===== src/rtl/uart_word_tx.sv =====
// 8N1 UART transmitter: serializes a BYTES-wide word, least-significant byte first,
// with back-to-back bytes of a word sent without any idle gap.
module uart_word_tx #(
  parameter int unsigned BYTES        = 1,
  parameter int unsigned CLKS_PER_BIT = 868
) (
  input  logic               clk,
  input  logic               rst,
  input  logic [BYTES*8-1:0] i_data,
  input  logic               i_valid,
  output logic               i_ready,
  output logic               uart_txd,
  output logic               o_busy
);

  localparam int unsigned      ByteW    = $clog2(BYTES) + 1;
  localparam int unsigned      WordW    = BYTES * 8;
  localparam logic [15:0]      BaudMax  = 16'(CLKS_PER_BIT - 1);
  localparam logic [ByteW-1:0] LastByte = ByteW'(BYTES - 1);

  typedef enum logic [1:0] {StIdle, StStart, StData, StStop} state_e;

  state_e           state_q, state_d;
  logic [15:0]      baud_q, baud_d;
  logic [2:0]       bit_q, bit_d;
  logic [ByteW-1:0] byte_q, byte_d;
  logic [WordW-1:0] shift_q, shift_d;
  logic             txd_q, txd_d;
  logic             ready_q, ready_d;
  logic             busy_q, busy_d;
  logic             bit_end;

  always_comb begin
    state_d = state_q;
    baud_d  = baud_q;
    bit_d   = bit_q;
    byte_d  = byte_q;
    shift_d = shift_q;
    txd_d   = txd_q;
    bit_end = (baud_q == BaudMax);

    // The baud counter reloads at every bit boundary so each bit lasts CLKS_PER_BIT cycles.
    if (state_q != StIdle) begin
      baud_d = bit_end ? '0 : baud_q + 16'd1;
    end

    unique case (state_q)
      StIdle: begin
        if (i_valid && ready_q) begin
          state_d = StStart;
          shift_d = i_data;
          txd_d   = 1'b0;
          baud_d  = '0;
          bit_d   = '0;
          byte_d  = '0;
        end
      end
      StStart: begin
        if (bit_end) begin
          state_d = StData;
          txd_d   = shift_q[0];
        end
      end
      StData: begin
        if (bit_end) begin
          // After eight shifts the next byte of the word sits in the low bits.
          shift_d = {1'b0, shift_q[WordW-1:1]};
          if (bit_q == 3'd7) begin
            state_d = StStop;
            txd_d   = 1'b1;
            bit_d   = '0;
          end else begin
            bit_d = bit_q + 3'd1;
            txd_d = shift_q[1];
          end
        end
      end
      StStop: begin
        if (bit_end) begin
          if (byte_q == LastByte) begin
            state_d = StIdle;
            txd_d   = 1'b1;
          end else begin
            state_d = StStart;
            byte_d  = byte_q + ByteW'(1);
            txd_d   = 1'b0;
          end
        end
      end
      default: state_d = StIdle;
    endcase

    ready_d = (state_d == StIdle);
    busy_d  = ~ready_d;
  end

  always_ff @(posedge clk) begin
    if (rst) begin
      state_q <= StIdle;
      baud_q  <= '0;
      bit_q   <= '0;
      byte_q  <= '0;
      shift_q <= '0;
      txd_q   <= 1'b1;
      ready_q <= 1'b0;
      busy_q  <= 1'b0;
    end else begin
      state_q <= state_d;
      baud_q  <= baud_d;
      bit_q   <= bit_d;
      byte_q  <= byte_d;
      shift_q <= shift_d;
      txd_q   <= txd_d;
      ready_q <= ready_d;
      busy_q  <= busy_d;
    end
  end

  assign i_ready  = ready_q;
  assign uart_txd = txd_q;
  assign o_busy   = busy_q;

endmodule


===== config.mk =====
export PLATFORM = sky130hd
export DESIGN_NAME = uart_word_tx
export DESIGN_NICKNAME = d
export VERILOG_FILES = /design/src/rtl/uart_word_tx.sv
export SDC_FILE = /design/constraint.sdc
export NUM_CORES = 1
export LEC_CHECK = 0
export BUFFER_PORTS_ARGS = -buffer_cell sky130_fd_sc_hd__clkbuf_2
export CORE_AREA = 2 2 60 62
export CTS_BUF_LIST = sky130_fd_sc_hd__clkbuf_8
export CTS_CLUSTER_DIAMETER = 30
export DETAILED_ROUTE_END_ITERATION = 10
export DIE_AREA = 0 0 62 64
export PLACE_DENSITY = 0.76
export SYNTH_ARGS = -nofsm -noshare
export SYNTH_HDL_FRONTEND = slang
export SYNTH_SLANG_ARGS = --single-unit

===== constraint.sdc =====
create_clock -name clk -period 2.34 [get_ports clk]
set_clock_uncertainty 0.2 [all_clocks]
set_input_delay 0.117 -clock clk [delete_from_list [all_inputs] [get_ports clk]]
set_output_delay 0.117 -clock clk [all_outputs]
set_load 0.02 [all_outputs]

After elaboration in Yosys (flattened, before gate mapping). Index checks and enable logic that the tools add are counted.

Register bits: 33. Output and inout bits: 3. Word-level logic and storage cells: 58.

Add/subtract/negate cells: 3. Eq/ne operators: 9. Multiplexer cells: 28. Bitwise gates (word level): 1. Reduce and logical (&&, ||, !) cells: 9.

Operator list (number): 16-bit two-way mux (4); 16-bit by 1-bit adder with 16-bit output (second input constant) (1); 16-bit by 10-bit == test with 1-bit output (second input constant) (1); 8-bit two-way mux (2); 8-bit one-hot mux with 2 select lines (1); 2-bit two-way mux (5); 1-bit two-way mux (9); 3-bit two-way mux (3); 2-bit inequality test (second input constant) (4); 2-bit one-hot mux with 4 select lines (1); 3-bit one-hot mux with 2 select lines (1); 3-bit AND reduction (2); 2-bit nonzero test (3); 2-bit == test (second input constant) (2); 2-bit zero test (2); 1-bit one-hot mux with 4 select lines (1); 4-bit AND reduction (1); 3-bit by 1-bit adder with 3-bit output (second input constant) (1); 3-bit == test (second input constant) (1); 2-bit by 1-bit == test with 1-bit output (second input constant) (1); 1-bit one-hot mux with 2 select lines (1); 1-bit adder (second input constant) (1); 1-bit logical AND (1); 1-bit inverter (1).

Depth between registers and ports, before layout.
Word-level depth: 6. Gate-level depth with buffers: 8. Depth with buffers taken out: 6.

Least setup slack after synthesis. OpenSTA, ideal clock, no wires.

Path kind: reg-to-reg. From: register baud_q[4]. To: register baud_q[10]. Setup time: 0.121 ns. Arrival: 1.794 ns. Setup slack: 0.225 ns. Cell stages (with the launch flop): 6. Path buffers: 0. Period minus slack after synthesis: 2.115 ns. Cells stage by stage: dfxtp_1 > or4_4 > nor4_4 > nor3_1 > a21o_1 > mux2_2.

Longest elaborated chain between the ends: 5. Elaborated cells on any way between the ends: 6. Classes of those cells: add/sub: 1; eq/ne: 1; mux: 4.

RTL lines: start, declared (line 24) `logic [15:0] baud_q, baud_d;`; start signal, assigned (line 109) `baud_q <= baud_d;`; 16-bit by 1-bit adder with 16-bit output / 16-bit by 10-bit == test with 1-bit output (equally long branches) (line 44, 40); 16-bit two-way mux * (line 44) `baud_d = bit_end ? '0 : baud_q + 16'd1;`; 16-bit two-way mux * (line 43) `if (state_q != StIdle) begin`; 16-bit two-way mux (line 49) `if (i_valid && ready_q) begin`; 16-bit two-way mux * (line 47) `unique case (state_q)`.

Mark *: on every way between the ends. The rest lies on a longest branch, timed or not. A chain may end at the register's enable or synchronous reset.

Final worst setup path.
From: register baud_q[10]. To: register shift_q[6].

Longest elaborated chain between the ends: 3.

RTL lines: 16-bit by 10-bit == test with 1-bit output (line 40) `bit_end = (baud_q == BaudMax);`; 2-bit inequality test (no line); 3-bit AND reduction (no line); end signal, assigned (line 112) `shift_q <= shift_d;`; end, declared (line 27) `logic [WordW-1:0] shift_q, shift_d;`.

No other way between the ends.

==> results.json <==
{
  "clkTransAtPathRegs_ns": 0.07,
  "synth_seq_cells": 32,
  "ir_worst_vdd_v": 0.0002803,
  "drc": 0,
  "synth_edf_count": 0,
  "p_leak_nw": 0.8226,
  "p_switching_uw": 290.5,
  "nFillCells": 278,
  "synth_area_leaders": "dfxtp_1 41%, nand2_1 6.4%, nor2_1 6.2%",
  "min_to": "baud_q[5]$_SDFF_PP0_",
  "dp.cells": 256,
  "r2r_setup_slack_ns": 0.06,
  "clock-sinks": 32,
  "instances_no_fill": 277,
  "post-route-period-util": 0.9731,
  "reg2regPathDepth": 7,
  "yosysWarningCount": 0,
  "antenna_found_initial": 0,
  "grt.overflow.total": 0,
  "cts_buffer_depth": 2,
  "tightest_slew_ns": 0.5659,
  "powerDensity_mw_per_mm2": 574.5,
  "critPathKind": "flip-flop to flip-flop",
  "critPathTopFamily": "simple AND/OR/NAND/NOR gates",
  "die_w_um": 62,
  "die_h_um": 64,
  "synth_cell_types": 46,
  "final_core_util": 0.6137,
  "grt_max_degree": 25,
  "seq_area_um2": 640.6,
  "cap_violations": 0,
  "wl_um": 3748,
  "fin_nets": 244,
  "critPathSlowestCell": "or4_4",
  "clock_latency_ns": 0.28,
  "htree_levels": 2,
  "ys.flop_type": "dfxtp_1",
  "crit_buf_inv": 2,
  "portBuffers": 13,
  "internal_power_uw": 867.6,
  "drt-initial-drc-count": 120,
  "critPathMaxFanout": 8,
  "io-pin-count": 14,
  "seqPwrFrac": 0.501,
  "relSlewSlack": 0.6213,
  "fin_hold_ws_ns": 0.09206,
  "vias": 1559,
  "synth_top_area_cell": "dfxtp_1",
  "synth_nets": 208,
  "hold_viol": 0,
  "cts_tree": "done",
  "endpoint_kind": "flip-flop",
  "clockRootBuffer": "clkbuf_8",
  "placed_cell_area_mm2": 0.001769,
  "hold_class": "primary input to flip-flop",
  "synth_area_mm2": 0.001578,
  "cp.arrival_ns": 2.27,
  "ant_nets": 0,
  "diodes": 0,
  "finalCriticalPeriod_ns": 2.277,
  "setup_violations": 0,
  "core.rowCount": 21,
  "drive_above_1_share": 0.1948,
  "switching_share": 0.2508,
  "netlist.area_leader.share": 0.4060,
  "avgSynthCellArea_um2": 8.133,
  "worstPathRequired_ns": 2.33,
  "drv_slew": 0,
  "worstReg2RegEnd": "shift_q[6]$_SDFFE_PP0P_",
  "multi_input_area_um2": 885.9,
  "clock.fmax_mhz": 439.2,
  "final_cell_area_mm2": 0.002016,
  "grt_pass1_vias": 1314,
  "start_util": 0.4804,
  "crit_chain": "or4_4 -> nor4_4 -> buf_12 -> o21a_4 -> buf_12 -> nor2_1 -> a311oi_1",
  "holdPathStages": 4,
  "grt_util_all_layers": 0.1974,
  "syn2layout_area_growth_pct": 27.76,
  "cts-buffers-inserted": 5,
  "viasPerCell": 5.628,
  "drt-wirelength-per-cell_um": 13.53,
  "cpPeakStageDelay_ns": 0.56,
  "status": "finished, final reports clean",
  "pwr-share-clk": 0.368,
  "dieArea_mm2": 0.003968,
  "r2r_start": "baud_q[10]$_SDFF_PP0_",
  "start_kind": "flip-flop",
  "coreArea_mm2": 0.003284,
  "pwr-share-comb": 0.131,
  "crit_top_cell": "buf_12",
  "worstHoldStart": "rst",
  "place_congestion": 0.8687,
  "hpwl_um": 2436,
  "syn_inst": 194,
  "ys_seq_area_frac": 0.4060,
  "dr.pass1.iters": 4,
  "async_flop_share": 0,
  "grt_first_pass_wirelength_um": 5906
}
worst max path at each step:
stage / start / endpoint / slack [ns] / depth (start not counted)
final: baud_q[10]$_SDFF_PP0_ / shift_q[6]$_SDFFE_PP0P_ / 0.06 / 7
after global routing: baud_q[10]$_SDFF_PP0_ / shift_q[3]$_SDFFE_PP0P_ / -0.01 / 7
after CTS: baud_q[4]$_SDFF_PP0_ / shift_q[3]$_SDFFE_PP0P_ / 0.04 / 7
after detailed placement: baud_q[4]$_SDFF_PP0_ / shift_q[6]$_SDFFE_PP0P_ / 0.06 / 7
after global placement: baud_q[0]$_SDFF_PP0_ / baud_q[6]$_SDFF_PP0_ / 0.05 / 7
after floorplan: baud_q[4]$_SDFF_PP0_ / baud_q[10]$_SDFF_PP0_ / 0.22 / 5
worst register-to-register path, delay by kind of cell (launching register included):
| kind | cells | cell delay, ns |
|---|---|---|
| simple gates | 3 | 1.02 |
| compound gates | 2 | 0.37 |
| flops | 1 | 0.31 |
| buf+inv | 2 | 0.29 |
synth_stat cells (2+ instances only):
master    instances
nand3b_1          2
or3_1             4
buf_4             2
nor4_1            3
o211a_1           3
nor2_1           26
clkbuf_1          5
nand4_1           4
ha_1              3
and2_1            3
nand2b_1          2
nor3_1            8
a21oi_1          13
nand3_1           9
nand2_1          27
a311oi_1          8
dfxtp_1          32
a21o_1            3
inv_1             5
o21ai_0           4
a31oi_1           3
what timing repair did:
item,CTS,global route
gates resized for setup,0,5
hold buffers,8,0
hold endpoints to repair,8,0
setup buffers,0,4
setup endpoints to repair,0,11
layout by cell type (no fill, tap or decap), types with 4 or more instances in the layout:
cell type	instances
inv_1	7
nor3_1	7
buf_4	15
a21oi_1	13
nand3_1	9
nand2_1	27
o21ai_0	4
clkbuf_2	13
dfxtp_1	32
nor2_1	26
a311oi_1	8
nand4_1	4
dlygate4sd3_1	8
clkbuf_8	6
flip-flops by register name, indices dropped and copies added, names as in the netlist:
signal,flops
o_busy,1
shift_q,8
baud_q,16
state_q,2
i_ready,1
uart_txd,1
bit_q,3
per-stage QoR:
stage / total power, mW / setup slack, ns / TNS [ns]
finish: 1.158 / 0.06302 / 0
global route: 1.213 / -0.009613 / -0.01926
floorplan: 0.6770 / 0.2249 / 0
CTS: 1.158 / 0.03786 / 0
detailed placement: 0.7182 / 0.05981 / 0
global placement: 0.7164 / 0.05104 / 0
routing by layer:
layer,wire length (um),track usage,part of all wire
met1,1661,0.2781,0.44
met2,1705,0.2669,0.45
met3,298,0.07085,0.080
met4,83,0.08245,0.022
met5,0,0,0
power groups by stage:
stage | sequential, mW | combinational, mW | clock [mW]
3_3_place_gp | 0.592 | 0.125 | 0
2_1_floorplan | 0.594 | 0.0831 | 0
6_report | 0.580 | 0.152 | 0.427
5_1_grt | 0.583 | 0.167 | 0.463
4_1_cts | 0.580 | 0.137 | 0.442
3_5_place_dp | 0.592 | 0.127 | 0
area by class of cell:
cell class | count | area share
clock buffers | 6 | 0.04097
inverters | 5 | 0.009311
flip-flops and latches | 32 | 0.3178
repair buffers | 39 | 0.1601
multi-input cells | 147 | 0.4395
clock inverters | 2 | 0.003724
well taps | 46 | 0.02855
cell families (layout without fill, tap and decap cells):
logic type | count (synthesis) | count (layout) | synth area share
mux | 2 | 2 | 0.01348
buf+inv | 15 | 52 | 0.04599
fa+ha+maj | 3 | 3 | 0.02379
simple gates | 96 | 96 | 0.3021
compound gates | 44 | 44 | 0.1975
flops | 32 | 32 | 0.4060
xor+xnor | 2 | 2 | 0.01110
(Power assumes the default switching activity.)
